[src/rtl/axil_reg_pkg.sv]
// Shared types and helpers for the AXI4-Lite register bank.
// Response codes, word-index classification and byte-strobe merge.
package axil_reg_pkg;

    localparam logic [1:0] RESP_OKAY   = 2'b00;
    localparam logic [1:0] RESP_SLVERR = 2'b10;

    typedef enum logic [1:0] {
        KIND_RW,
        KIND_RO,
        KIND_BAD
    } idx_kind_t;

    // RW words come first, RO words follow, anything beyond is unmapped.
    function automatic idx_kind_t classify_idx(
        input int unsigned idx,
        input int unsigned num_rw,
        input int unsigned num_ro
    );
        if (idx < num_rw) begin
            return KIND_RW;
        end
        if (idx < num_rw + num_ro) begin
            return KIND_RO;
        end
        return KIND_BAD;
    endfunction

    function automatic logic [31:0] merge_strb(
        input logic [31:0] old,
        input logic [31:0] data,
        input logic [3:0]  strb
    );
        logic [31:0] res;
        res = old;
        for (int b = 0; b < 4; b++) begin
            if (strb[b]) begin
                res[8*b +: 8] = data[8*b +: 8];
            end
        end
        return res;
    endfunction

endpackage

[src/rtl/axil_reg_bank_wr_capture.sv]
// AXI4-Lite write-side capture: AW/W holding registers and B response.
// Emits a single-cycle commit strobe toward the register array.
module axil_wr_capture
    import axil_reg_pkg::*;
#(
    parameter int ADDR_W = 16,
    parameter int NUM_RW = 8,
    parameter int NUM_RO = 8
) (
    input  logic              aclk,
    input  logic              aresetn,
    input  logic [ADDR_W-1:0] awaddr,
    input  logic              awvalid,
    output logic              awready,
    input  logic [31:0]       wdata,
    input  logic [3:0]        wstrb,
    input  logic              wvalid,
    output logic              wready,
    output logic [1:0]        bresp,
    output logic              bvalid,
    input  logic              bready,
    output logic              commit_rw,
    output logic [ADDR_W-3:0] commit_idx,
    output logic [31:0]       commit_data,
    output logic [3:0]        commit_strb
);

    logic              live;
    logic              aw_held;
    logic              w_held;
    logic [ADDR_W-3:0] aw_idx;
    logic [31:0]       w_data;
    logic [3:0]        w_strb;
    logic              commit;
    idx_kind_t         aw_kind;
    logic              unused_lsb;

    assign unused_lsb = ^awaddr[1:0];

    // Readies come from flops only; held off until the first edge out of reset.
    assign awready = live && !aw_held;
    assign wready  = live && !w_held;

    // A pending B response blocks the next commit so no response is lost.
    assign commit  = aw_held && w_held && !bvalid;
    assign aw_kind = classify_idx(32'(aw_idx), NUM_RW, NUM_RO);

    assign commit_rw   = commit && (aw_kind == KIND_RW);
    assign commit_idx  = aw_idx;
    assign commit_data = w_data;
    assign commit_strb = w_strb;

    // Track that reset has been released at least one edge ago.
    always_ff @(posedge aclk) begin
        if (!aresetn) begin
            live <= 1'b0;
        end else begin
            live <= 1'b1;
        end
    end

    // Latch the write address; release it on commit.
    always_ff @(posedge aclk) begin
        if (!aresetn) begin
            aw_held <= 1'b0;
            aw_idx  <= '0;
        end else if (commit) begin
            aw_held <= 1'b0;
        end else if (awvalid && awready) begin
            aw_held <= 1'b1;
            aw_idx  <= awaddr[ADDR_W-1:2];
        end
    end

    // Latch write data and strobes; release them on commit.
    always_ff @(posedge aclk) begin
        if (!aresetn) begin
            w_held <= 1'b0;
            w_data <= '0;
            w_strb <= '0;
        end else if (commit) begin
            w_held <= 1'b0;
        end else if (wvalid && wready) begin
            w_held <= 1'b1;
            w_data <= wdata;
            w_strb <= wstrb;
        end
    end

    // Raise B on commit, drop it once the master accepts it.
    always_ff @(posedge aclk) begin
        if (!aresetn) begin
            bvalid <= 1'b0;
            bresp  <= RESP_OKAY;
        end else if (commit) begin
            bvalid <= 1'b1;
            bresp  <= (aw_kind == KIND_RW) ? RESP_OKAY : RESP_SLVERR;
        end else if (bvalid && bready) begin
            bvalid <= 1'b0;
        end
    end

endmodule

[src/rtl/axil_reg_bank.sv]
// AXI4-Lite register bank: RW control words, RO status words.
// Write pulses let EMIF writes trigger fabric actions.
module axil_reg_bank
    import axil_reg_pkg::*;
#(
    parameter int          ADDR_W     = 16,
    parameter int          NUM_RW     = 8,
    parameter int          NUM_RO     = 8,
    parameter logic [31:0] RW_RST_VAL = 32'h0
) (
    input  logic                aclk,
    input  logic                aresetn,
    input  logic [ADDR_W-1:0]   s_axil_awaddr,
    input  logic [2:0]          s_axil_awprot,
    input  logic                s_axil_awvalid,
    output logic                s_axil_awready,
    input  logic [31:0]         s_axil_wdata,
    input  logic [3:0]          s_axil_wstrb,
    input  logic                s_axil_wvalid,
    output logic                s_axil_wready,
    output logic [1:0]          s_axil_bresp,
    output logic                s_axil_bvalid,
    input  logic                s_axil_bready,
    input  logic [ADDR_W-1:0]   s_axil_araddr,
    input  logic [2:0]          s_axil_arprot,
    input  logic                s_axil_arvalid,
    output logic                s_axil_arready,
    output logic [31:0]         s_axil_rdata,
    output logic [1:0]          s_axil_rresp,
    output logic                s_axil_rvalid,
    input  logic                s_axil_rready,
    output logic [32*NUM_RW-1:0] ctrl_regs,
    output logic [NUM_RW-1:0]   ctrl_wr_pulse,
    input  logic [32*NUM_RO-1:0] status_in
);

    localparam int IDX_W = ADDR_W - 2;

    logic [NUM_RW-1:0][31:0] ctrl_q;
    logic [NUM_RW-1:0]       wr_pulse;
    logic                    cm_rw;
    logic [IDX_W-1:0]        cm_idx;
    logic [31:0]             cm_data;
    logic [3:0]              cm_strb;
    logic                    rd_live;
    logic [IDX_W-1:0]        ar_idx;
    idx_kind_t               rd_kind;
    logic [31:0]             rd_word;
    logic [1:0]              rd_resp;
    logic                    unused_in;

    assign unused_in = ^{s_axil_awprot, s_axil_arprot, s_axil_araddr[1:0]};

    axil_wr_capture #(
        .ADDR_W (ADDR_W),
        .NUM_RW (NUM_RW),
        .NUM_RO (NUM_RO)
    ) u_wr (
        .aclk        (aclk),
        .aresetn     (aresetn),
        .awaddr      (s_axil_awaddr),
        .awvalid     (s_axil_awvalid),
        .awready     (s_axil_awready),
        .wdata       (s_axil_wdata),
        .wstrb       (s_axil_wstrb),
        .wvalid      (s_axil_wvalid),
        .wready      (s_axil_wready),
        .bresp       (s_axil_bresp),
        .bvalid      (s_axil_bvalid),
        .bready      (s_axil_bready),
        .commit_rw   (cm_rw),
        .commit_idx  (cm_idx),
        .commit_data (cm_data),
        .commit_strb (cm_strb)
    );

    assign ctrl_regs     = ctrl_q;
    assign ctrl_wr_pulse = wr_pulse;

    // Apply committed writes byte-wise and pulse the written word for one cycle.
    always_ff @(posedge aclk) begin
        if (!aresetn) begin
            for (int i = 0; i < NUM_RW; i++) begin
                ctrl_q[i] <= RW_RST_VAL;
            end
            wr_pulse <= '0;
        end else begin
            wr_pulse <= '0;
            for (int i = 0; i < NUM_RW; i++) begin
                if (cm_rw && cm_idx == IDX_W'(i)) begin
                    ctrl_q[i]   <= merge_strb(ctrl_q[i], cm_data, cm_strb);
                    wr_pulse[i] <= 1'b1;
                end
            end
        end
    end

    assign ar_idx  = s_axil_araddr[ADDR_W-1:2];
    assign rd_kind = classify_idx(32'(ar_idx), NUM_RW, NUM_RO);

    // Select the word addressed by AR; unmapped words read as zero with SLVERR.
    always_comb begin
        rd_word = '0;
        rd_resp = RESP_SLVERR;
        unique case (rd_kind)
            KIND_RW: begin
                rd_resp = RESP_OKAY;
                for (int i = 0; i < NUM_RW; i++) begin
                    if (ar_idx == IDX_W'(i)) begin
                        rd_word = ctrl_q[i];
                    end
                end
            end
            KIND_RO: begin
                rd_resp = RESP_OKAY;
                for (int j = 0; j < NUM_RO; j++) begin
                    if (ar_idx == IDX_W'(NUM_RW + j)) begin
                        rd_word = status_in[32*j +: 32];
                    end
                end
            end
            default: begin
                rd_word = '0;
                rd_resp = RESP_SLVERR;
            end
        endcase
    end

    // One outstanding read; arready is the inverse of the held response.
    assign s_axil_arready = rd_live && !s_axil_rvalid;

    // Capture the read word at the AR handshake and hold it until R is taken.
    always_ff @(posedge aclk) begin
        if (!aresetn) begin
            rd_live       <= 1'b0;
            s_axil_rvalid <= 1'b0;
            s_axil_rdata  <= '0;
            s_axil_rresp  <= RESP_OKAY;
        end else begin
            rd_live <= 1'b1;
            if (s_axil_arvalid && s_axil_arready) begin
                s_axil_rvalid <= 1'b1;
                s_axil_rdata  <= rd_word;
                s_axil_rresp  <= rd_resp;
            end else if (s_axil_rvalid && s_axil_rready) begin
                s_axil_rvalid <= 1'b0;
            end
        end
    end

endmodule

[config.mk]
export PLATFORM = sky130hd
export DESIGN_NAME = axil_reg_bank
export DESIGN_NICKNAME = d
export VERILOG_FILES = /design/src/rtl/axil_reg_pkg.sv /design/src/rtl/axil_reg_bank_wr_capture.sv /design/src/rtl/axil_reg_bank.sv
export SDC_FILE = /design/constraint.sdc
export NUM_CORES = 1
export LEC_CHECK = 0
export CORE_AREA = 5 5 249 251
export DETAILED_ROUTE_END_ITERATION = 6
export DIE_AREA = 0 0 254 256
export PLACE_DENSITY = 0.62
export SLEW_MARGIN = 20
export SYNTH_ARGS = -nofsm -noshare
export SYNTH_HDL_FRONTEND = slang
export SYNTH_SLANG_ARGS = --single-unit
export TNS_END_PERCENT = 10
[constraint.sdc]
create_clock -name aclk -period 2.8 [get_ports aclk]
set_input_delay 0.84 -clock aclk [delete_from_list [all_inputs] [get_ports aclk]]
set_output_delay 0.84 -clock aclk [all_outputs]
set_load 0.005 [all_outputs]
==> summary.txt, run 1 <==
Synth
  • EDFF count, synth: 0
  • Register area share after synthesis: 39.52%
  • Most area-hungry cell type in the Yosys netlist: dfxtp_1
  • Synthesized cell area: about 18000 um2
  • Prevailing post-synth register cell: dfxtp_1
  • Synth Register Bits: between 300 and 400
  • Synthesis warning total: 0
  • Synth Instances: between 1500 and 2000
  • Top post-synthesis cells by area: dfxtp_1 (40%), mux2i_1 (16%), nor2_1 (6.0%), mux4_2 (4.8%), nand2_1 (3.3%)
  • Netlist cell types: 71
  • Synthesized area per cell: 9.122 um2
  • Post-synthesis async set-or-reset flop share: 0%
  • Synth top area share: 39.52%

Die
  • Rows: 90
  • Die X-Extent: 254 um
  • Initial core utilization: approximately 30%
  • IO Pins: between 600 and 700
  • Die ar.: roughly 65000 um2
  • Core area: approximately 60000 um2
  • Height of the chip: around 260 um

Critical path
  • Critical path type: in -> reg
  • CP arrival: 3.29 ns
  • Critical Path Max Stage Delay: roughly 0.6 ns
  • Crit. End Element: flop
  • Buf/Inv on CP: 3
  • CP required: between 3 and 4 ns
  • Slowest CP cell: or4_4
  • CP top delay family: simple AND/OR/NAND/NOR gates
  • Startpoint class of the critical path: input pin
  • Top cell by count, worst path: buf_12
  • CP max FO: 23
  • Critical-path cell list: clkdlybuf4s50_1 -> or4_4 -> buf_12 -> nor4_4 -> buf_12 -> a22oi_1 -> o2111ai_1 -> a31o_1

Clock tree
  • Bufs on Longest Clock Path: 3
  • CTS tree: done
  • Clk pin slew, worst setup/hold paths: 0.06 ns
  • Root buffer cell: clkbuf_16
  • Number of CTS-inserted buffers: 41
  • Post-CTS Hold Buffers: 0
  • Clock Latency Late Sink: roughly 0.57 ns
  • H-Tree Depth: 2
  • CTS Sinks: 353

Placed design
  • Post-detail-place hpwl: approximately 73000 um
  • Placed cells: between 3000 and 4000
  • Number of port buffers: 629
  • GP Congestion: 0.9214

Timing
  • Setup TNS: 0 ns
  • Final hold vios: 0
  • Setup Viol. Count Final: 0
  • Max Clock Skew: approximately 0.025 ns
  • Final clock period utilization by the worst path: between 90% and 100%
  • FMAX: 359.0 MHz
  • Worst Tran Pin Value: between 0.6 and 0.7 ns
  • Worst slew margin: roughly 56%
  • RSZ-0062 raised after global routing: yes
  • Max Slew Vio Count: 0
  • Crit path time final: around 2.8 ns

Layout
  • Layout Nets: just under 3000
  • Area delta synth->final: 54.50%
  • Fillers: roughly 5600
  • Share of layout cells above drive strength 1: 14.64%
  • Reg area: slightly above 7000 um2
  • Layout Cells excl Fill: about 3400
  • Multi-input logic area: approximately 10000 um2
  • Final Util: a little under half

Pwr
  • Net Sw Power: between 2000 and 3000 uW
  • P_leak: 0.01064 uW
  • Tot Pwr: approximately 12000 uW
  • Comb pwr share: between 10% and 20%
  • Clock network power share: between 40 and 50%
  • Part of the power in registers: between 40% and 50%
  • Internal: between 9000 and 10000 uW
  • Peak VDD IR: ~0.00042 V
  • Switch share: a little under a quarter
  • Power density over the cells: between 400 and 500 nW/um2

Routing
  • Via count: about 18000
  • Wire per inst: 26.43 um
  • Pre-antenna DRT Iters: 7
  • Drc violations: 0
  • Final wirelength: roughly 90000 um
  • Initial drt markers: ~1500
  • Post-DRT Antenna Nets: 0
  • Via-to-Cell Ratio: between 5 and 6

Outcome
  • Outcome: completed

Job
  • MaxCap Viol Count: 0

GRT
  • Vias in the first global route: 18070
  • Largest net degree at the start of global routing: slightly above 80
  • Tot GR Track Use: 25.98%
  • Number of antenna violations at the first check in global routing: 7
  • First-pass GRT wire length: 127500 um
  • GR Overflow Total: 0

Min path
  • Min-Delay Path Class: reg -> reg
[worst reg2reg max path, stage by stage (launching register included)]
cell and delay, ns:
dfxtp_1 0.31, nor4_1 0.43, and4_1 0.51, nand4b_1 0.61
mux2i_1 0.34, nor2_1 0.07
[flip-flops by register name, summed over array words and instances, names as in the netlist]
signal            count
u_wr.aw_held          1
s_axil_rresp          1
u_wr.bvalid           1
u_wr.w_held           1
u_wr.live             1
ctrl_wr_pulse         8
u_wr.commit_strb      4
s_axil_rvalid         1
ctrl_regs           256
u_wr.bresp            1
u_wr.commit_idx      14
u_wr.commit_data     32
s_axil_rdata         32
[cells by family after synthesis]
| logic type | after synthesis | share of synthesized area [%] |
|---|---|---|
| AOI/OAI and AO/OA | 363 | 14.12 |
| other | 1 | 0.02097 |
| buffers and inverters | 220 | 5.297 |
| DFF | 353 | 39.52 |
| and+or+nand+nor | 668 | 18.26 |
| muxes | 355 | 22.77 |
[cells in the mapped netlist (7+ instances only)]
| master | n |
|---|---|
| a21oi_1 | 103 |
| a221oi_1 | 17 |
| a221oi_2 | 7 |
| a22oi_1 | 25 |
| a31o_1 | 23 |
| a32oi_1 | 24 |
| and4_1 | 25 |
| buf_1 | 7 |
| buf_2 | 42 |
| clkbuf_1 | 147 |
| dfxtp_1 | 353 |
| inv_1 | 12 |
| mux2_2 | 34 |
| mux2i_1 | 283 |
| mux4_2 | 38 |
| nand2_1 | 159 |
| nand3_1 | 11 |
| nand4_1 | 25 |
| nor2_1 | 285 |
| nor2_2 | 19 |
| nor2b_1 | 36 |
| nor3_1 | 36 |
| nor4_1 | 9 |
| nor4b_1 | 15 |
| o2111ai_1 | 27 |
| o21ai_0 | 40 |
| o22ai_1 | 31 |
| o31ai_1 | 25 |
[stage by stage]
stage          cell area (um2)  hold WS [ns]  setup WS, ns
2_1_floorplan            17880        0.4360       0.02738
3_3_place_gp             26090        0.4450       -0.6242
3_5_place_dp             26090        0.4482       -0.6374
4_1_cts                  27530        0.4575      0.009561
5_1_grt                  27620        0.4728      -0.01071
6_report                 27620        0.4572       0.01447
[power groups by stage]
stage               clock network, uW  logic (uW)  registers [uW]
finish                           5640        1230            5160
global route                     5940        1300            5170
CTS                              5760        1230            5160
detailed placement                  0        1220            5270
global placement                    0        1210            5270
floorplan                           0         502            5180
[routing by layer]
layer	track usage [%]	vias to the layer above	part of all wire, %
met5	0	-	0.012
met4	8.458	2	3.6
met3	7.062	141	8.3
met2	42.62	751	47
met1	33.17	8719	41
li1	-	8425	-
[worst paths after layout]
path	from	to	slack [ns]	cells past startpoint
worst min-delay path	u_wr.commit_idx[3]	u_wr.commit_idx[3]	0.46	2
worst max-delay path	s_axil_araddr[10]	s_axil_rdata[29]	0.01	8
worst max register to register	u_wr.commit_idx[13]	ctrl_regs[23]	0.41	5
worst min register to register	u_wr.commit_idx[3]	u_wr.commit_idx[3]	0.46	2
[cells in the final DEF (no fill, tap or decap), types with 15 or more instances in the layout]
cell             count
nand2_1            159
mux2i_1            283
clkdlybuf4s50_1    627
a221oi_1            17
o31ai_1             17
o21ai_0             40
and4_1              25
nor2_2              21
mux4_2              38
a21oi_1            103
o2111ai_1           22
o22ai_1             30
buf_12              35
mux2_2              34
a31o_1              23
clkbuf_16           42
buf_4              131
dfxtp_1            352
a22oi_1             25
nor2b_1             35
nand4_1             25
nor2_1             283
nor4b_2             15
a32oi_1             24
nor3_1              35
[layout make-up]
class | count | share of cell area [%]
inverter | 14 | 0.2174
timing repair buffer | 795 | 28.90
antenna | 6 | 0.05435
clock buffer | 57 | 4.262
multi-input combinational | 1388 | 36.60
clock inverter | 16 | 0.8425
sequential | 353 | 25.59
tap | 782 | 3.542
[timing repair]
action,in CTS,in global routing
buffers inserted,0,0
pin swaps,1,6
endpoints found under the setup margin,7,21
gates resized for setup,5,15
Note: power is estimated with default switching activity, not from simulation.
==> run 2, diff against run 1 <==
Settings changed: ABC_AREA from default to 1, CORE_AREA 5 5 249 251 to 5 5 245 247, DIE_AREA 0 0 254 256 to 0 0 250 252.
==> run 2 against run 1 <==
Against the previous run: area after synthesis decreased by 5.4%; worst setup slack better by 0.064 ns; critical path type is now reg -> out; utilization shrank 0.056 points; total power shrank 5.5%; maximum frequency up 2.4%; register-to-register slack got worse by 0.02 ns.
==> summary.txt, run 2 <==
Clock tree
  • H-Tree Depth: 2 (unchanged)
  • Number of CTS-inserted buffers: 40 (-2.4%)
  • CTS tree: done
  • Clk pin slew, worst setup/hold paths: 0.06 ns (about the same)
  • Root buffer cell: clkbuf_16
  • CTS Sinks: 353 (unchanged)
  • Bufs on Longest Clock Path: 3 (unchanged)
  • Post-CTS Hold Buffers: 0 (unchanged)
  • Clock Latency Late Sink: 0.56 ns (about the same)

Synth
  • Synthesized cell area: 16920 um2 (-5.4%)
  • Register area share after synthesis: 41.76% (+2.2 points)
  • Most area-hungry cell type in the Yosys netlist: dfxtp_1
  • Top post-synthesis cells by area: dfxtp_1 (42%), nand2_1 (13%), a211oi_1 (9.9%), nor2_1 (9.8%), a21oi_1 (5.5%)
  • EDFF count, synth: 0 (unchanged)
  • Top cells by count, synth: nand2_1 (564), nor2_1 (440), dfxtp_1 (353)
  • Netlist cell types: 27 (-62%)
  • Prevailing post-synth register cell: dfxtp_1
  • Synth top area share: 41.76% (+2.2 points)
  • Synthesized area per cell: 6.867 um2 (-25%)
  • Synthesis warning total: 0 (unchanged)
  • Synth Register Bits: 353 (unchanged)
  • Synth Instances: 2464 (+26%)
  • Most numerous cell in the Yosys netlist: nand2_1
  • Post-synthesis async set-or-reset flop share: 0% (unchanged)

Routing
  • Drc violations: 0 (unchanged)
  • Initial drt markers: 1281 (-14%)
  • Wire per inst: 21.83 um (-17%)
  • Via count: 18900 (+4.8%)
  • Via-to-Cell Ratio: 4.772 (-9.8%)
  • Final wirelength: 86460 um (-4.1%)
  • Pre-antenna DRT Iters: 5 (-2)
  • Post-DRT Antenna Nets: 0 (unchanged)

Placed design
  • GP Congestion: 1.020 (+11%)
  • Placed cells: 3868 (+16%)
  • Post-detail-place hpwl: 70230 um (-3.3%)
  • Dpl cell area: 25050 um2 (-4.0%)
  • Number of port buffers: 629 (unchanged)

Die
  • IO Pins: 642 (unchanged)
  • Die ar.: 63000 um2 (-3.1%)
  • Rows: 88 (-2.2%)
  • Core area: 57370 um2 (-3.9%)
  • Height of the chip: 252 um (-1.6%)
  • Die X-Extent: 250 um (-1.6%)
  • Initial core utilization: 29.50% (-0.46 points)

Layout
  • Share of layout cells above drive strength 1: 9.414% (-5.2 points)
  • Multi-input logic area: 8444 um2 (-16%)
  • Max reg flops: 256 (unchanged)
  • Design area: 26520 um2 (-4.0%)
  • Layout Cells excl Fill: 3960 (+16%)
  • Area delta synth->final: 56.72%
  • Layout Nets: 3486 (+19%)
  • Most common cell after layout, fill and taps aside: clkdlybuf4s50_1
  • Most frequent cells in the layout: clkdlybuf4s50_1 (627), nand2_1 (560), nor2_1 (428), dfxtp_1 (353), a211oi_1 (224)
  • Fillers: 5887 (+4.9%)
  • Final Util: 46.23% (-0.056 points)
  • Reg area: 7067 um2 (about the same)

Critical path
  • Critical path type: reg -> out
  • CP arrival: 1.88 ns (-1.41 ns)
  • CP max FO: 4 (-83%)
  • Worst Setup EP: s_axil_awready
  • Startpoint class of the critical path: flop
  • R2r worst-path depth: 8 (+3)
  • FF-to-FF Start: u_wr.commit_idx[4]
  • RR Endpoint: ctrl_regs[141]
  • FF-to-FF setup slack: 0.39 ns (-0.02 ns)
  • CP required: 1.96 ns (-1.35 ns)
  • Worst setup path start: u_wr.live
  • Crit. End Element: output pin

Timing
  • Max Slew Vio Count: 0 (unchanged)
  • Max Clock Skew: 0.02562 ns (+0.0004752 ns)
  • Setup Viol. Count Final: 0 (unchanged)
  • Worst Tran Pin Value: 0.5970 ns (-0.05829 ns)
  • Worst slew margin: 59.96% (+3.9 points)
  • Worst Hold Slack: 0.4637 ns (+0.006430 ns)
  • Final hold vios: 0 (unchanged)
  • Crit path time final: 2.722 ns (-0.06403 ns)
  • RSZ-0062 raised after global routing: yes
  • Final clock period utilization by the worst path: 97.20% (-2.3 points)
  • FMAX: 367.4 MHz (+2.4%)

Pwr
  • Peak VDD IR: 0.0003522 V (-17%)
  • Internal: 8754 uW (-4.7%)
  • Switch share: 23.01% (-0.66 points)
  • Comb pwr share: 8.6% (-1.6 points)
  • Clock network power share: 46.6% (-0.3 points)
  • Part of the power in registers: 44.9% (+2.0 points)
  • Power density over the cells: 428.8 nW/um2 (-1.6%)
  • Net Sw Power: 2617 uW (-8.1%)
  • P_leak: 0.01016 uW (-4.5%)

GRT
  • First-pass GRT wire length: 121400 um (-4.8%)
  • Largest net degree at the start of global routing: 84 (+1.2%)
  • Vias in the first global route: 17190 (-4.8%)
  • Number of antenna violations at the first check in global routing: 20 (+13)
  • GR Overflow Total: 0 (unchanged)
  • Tot GR Track Use: 25.59% (-0.40 points)

Min path
  • Min-Delay Path Class: reg -> reg

Job
  • MaxCap Viol Count: 0 (unchanged)

Outcome
  • Outcome: completed
## run 2: cells by family (layout without fill, tap and decap cells)
logic type	Yosys count	count (layout)	share of synthesized area (%)
and+or+nand+nor	1247	1247	30.87
AOI/OAI and AO/OA	511	511	18.46
DFF	353	353	41.76
buffers and inverters	352	1063	8.888
other	1	21	0.02216
## run 2: worst min path at each step
| stage | slack, ns | depth (start not counted) | to | from |
|---|---|---|---|---|
| 5_1_grt | 0.48 | 2 | s_axil_rdata[0] | s_axil_rdata[0] |
| 3_5_place_dp | 0.46 | 2 | s_axil_rdata[17] | s_axil_rdata[17] |
| 6_report | 0.46 | 2 | u_wr.commit_idx[5] | u_wr.commit_idx[5] |
| 3_3_place_gp | 0.45 | 2 | s_axil_rdata[24] | s_axil_rdata[24] |
| 4_1_cts | 0.47 | 2 | s_axil_rdata[17] | s_axil_rdata[17] |
| 2_1_floorplan | 0.44 | 2 | u_wr.commit_idx[5] | u_wr.commit_idx[5] |
## run 2: area by class of cell
cell class                      count  area share [%]
Antenna cell                       19          0.1793
Clock buffer                       62           4.586
Clock inverter                      7          0.3727
Inverter                          212           3.029
Multi-Input combinational cell   1760           31.84
Sequential cell                   353           26.65
Tap cell                          765           3.609
Timing Repair Buffer              782           29.73
## run 2: critical path, stage by stage, from the launching register on
cell             delay (ns)
dfxtp_1                0.33
inv_1                  0.19
nor2_1                 0.26
clkdlybuf4s50_1        0.55
## run 2: what timing repair did
item / 4_1_cts / 5_1_grt
resized for setup: 3 / 15
setup buffers: 0 / 3
hold endpoints to repair: 0 / 0
cloned: 0 / 1
pin swaps: 0 / 2
endpoints found under the setup margin: 2 / 32
## run 2: metrics by stage
stage	setup WS [ns]	setup TNS, ns	power (uW)
after detailed placement	-0.6134	-15.40	6180
after floorplan	0.3404	0	5498
after CTS	0.01610	0	11500
after global placement	-0.5650	-14.52	6176
final	0.07850	0	11370
after global routing	-0.02276	-0.05930	11780
## run 2: power groups by stage
stage                     clock network (uW)  logic, uW  registers [uW]
after floorplan                            0        289            5210
after global placement                     0        965            5210
after detailed placement                   0        967            5210
after CTS                               5420        973            5100
after global routing                    5630       1050            5110
final                                   5290        975            5100
## run 2: layer usage
metal	wire, um	share of wire (%)	vias to the layer above	GRT usage, %
met5	0	0	-	0
met4	2754	3.2	0	8.171
met3	6774	7.8	107	6.958
met2	40940	47	679	42.77
met1	35990	42	8587	32.31
li1	-	-	9526	-
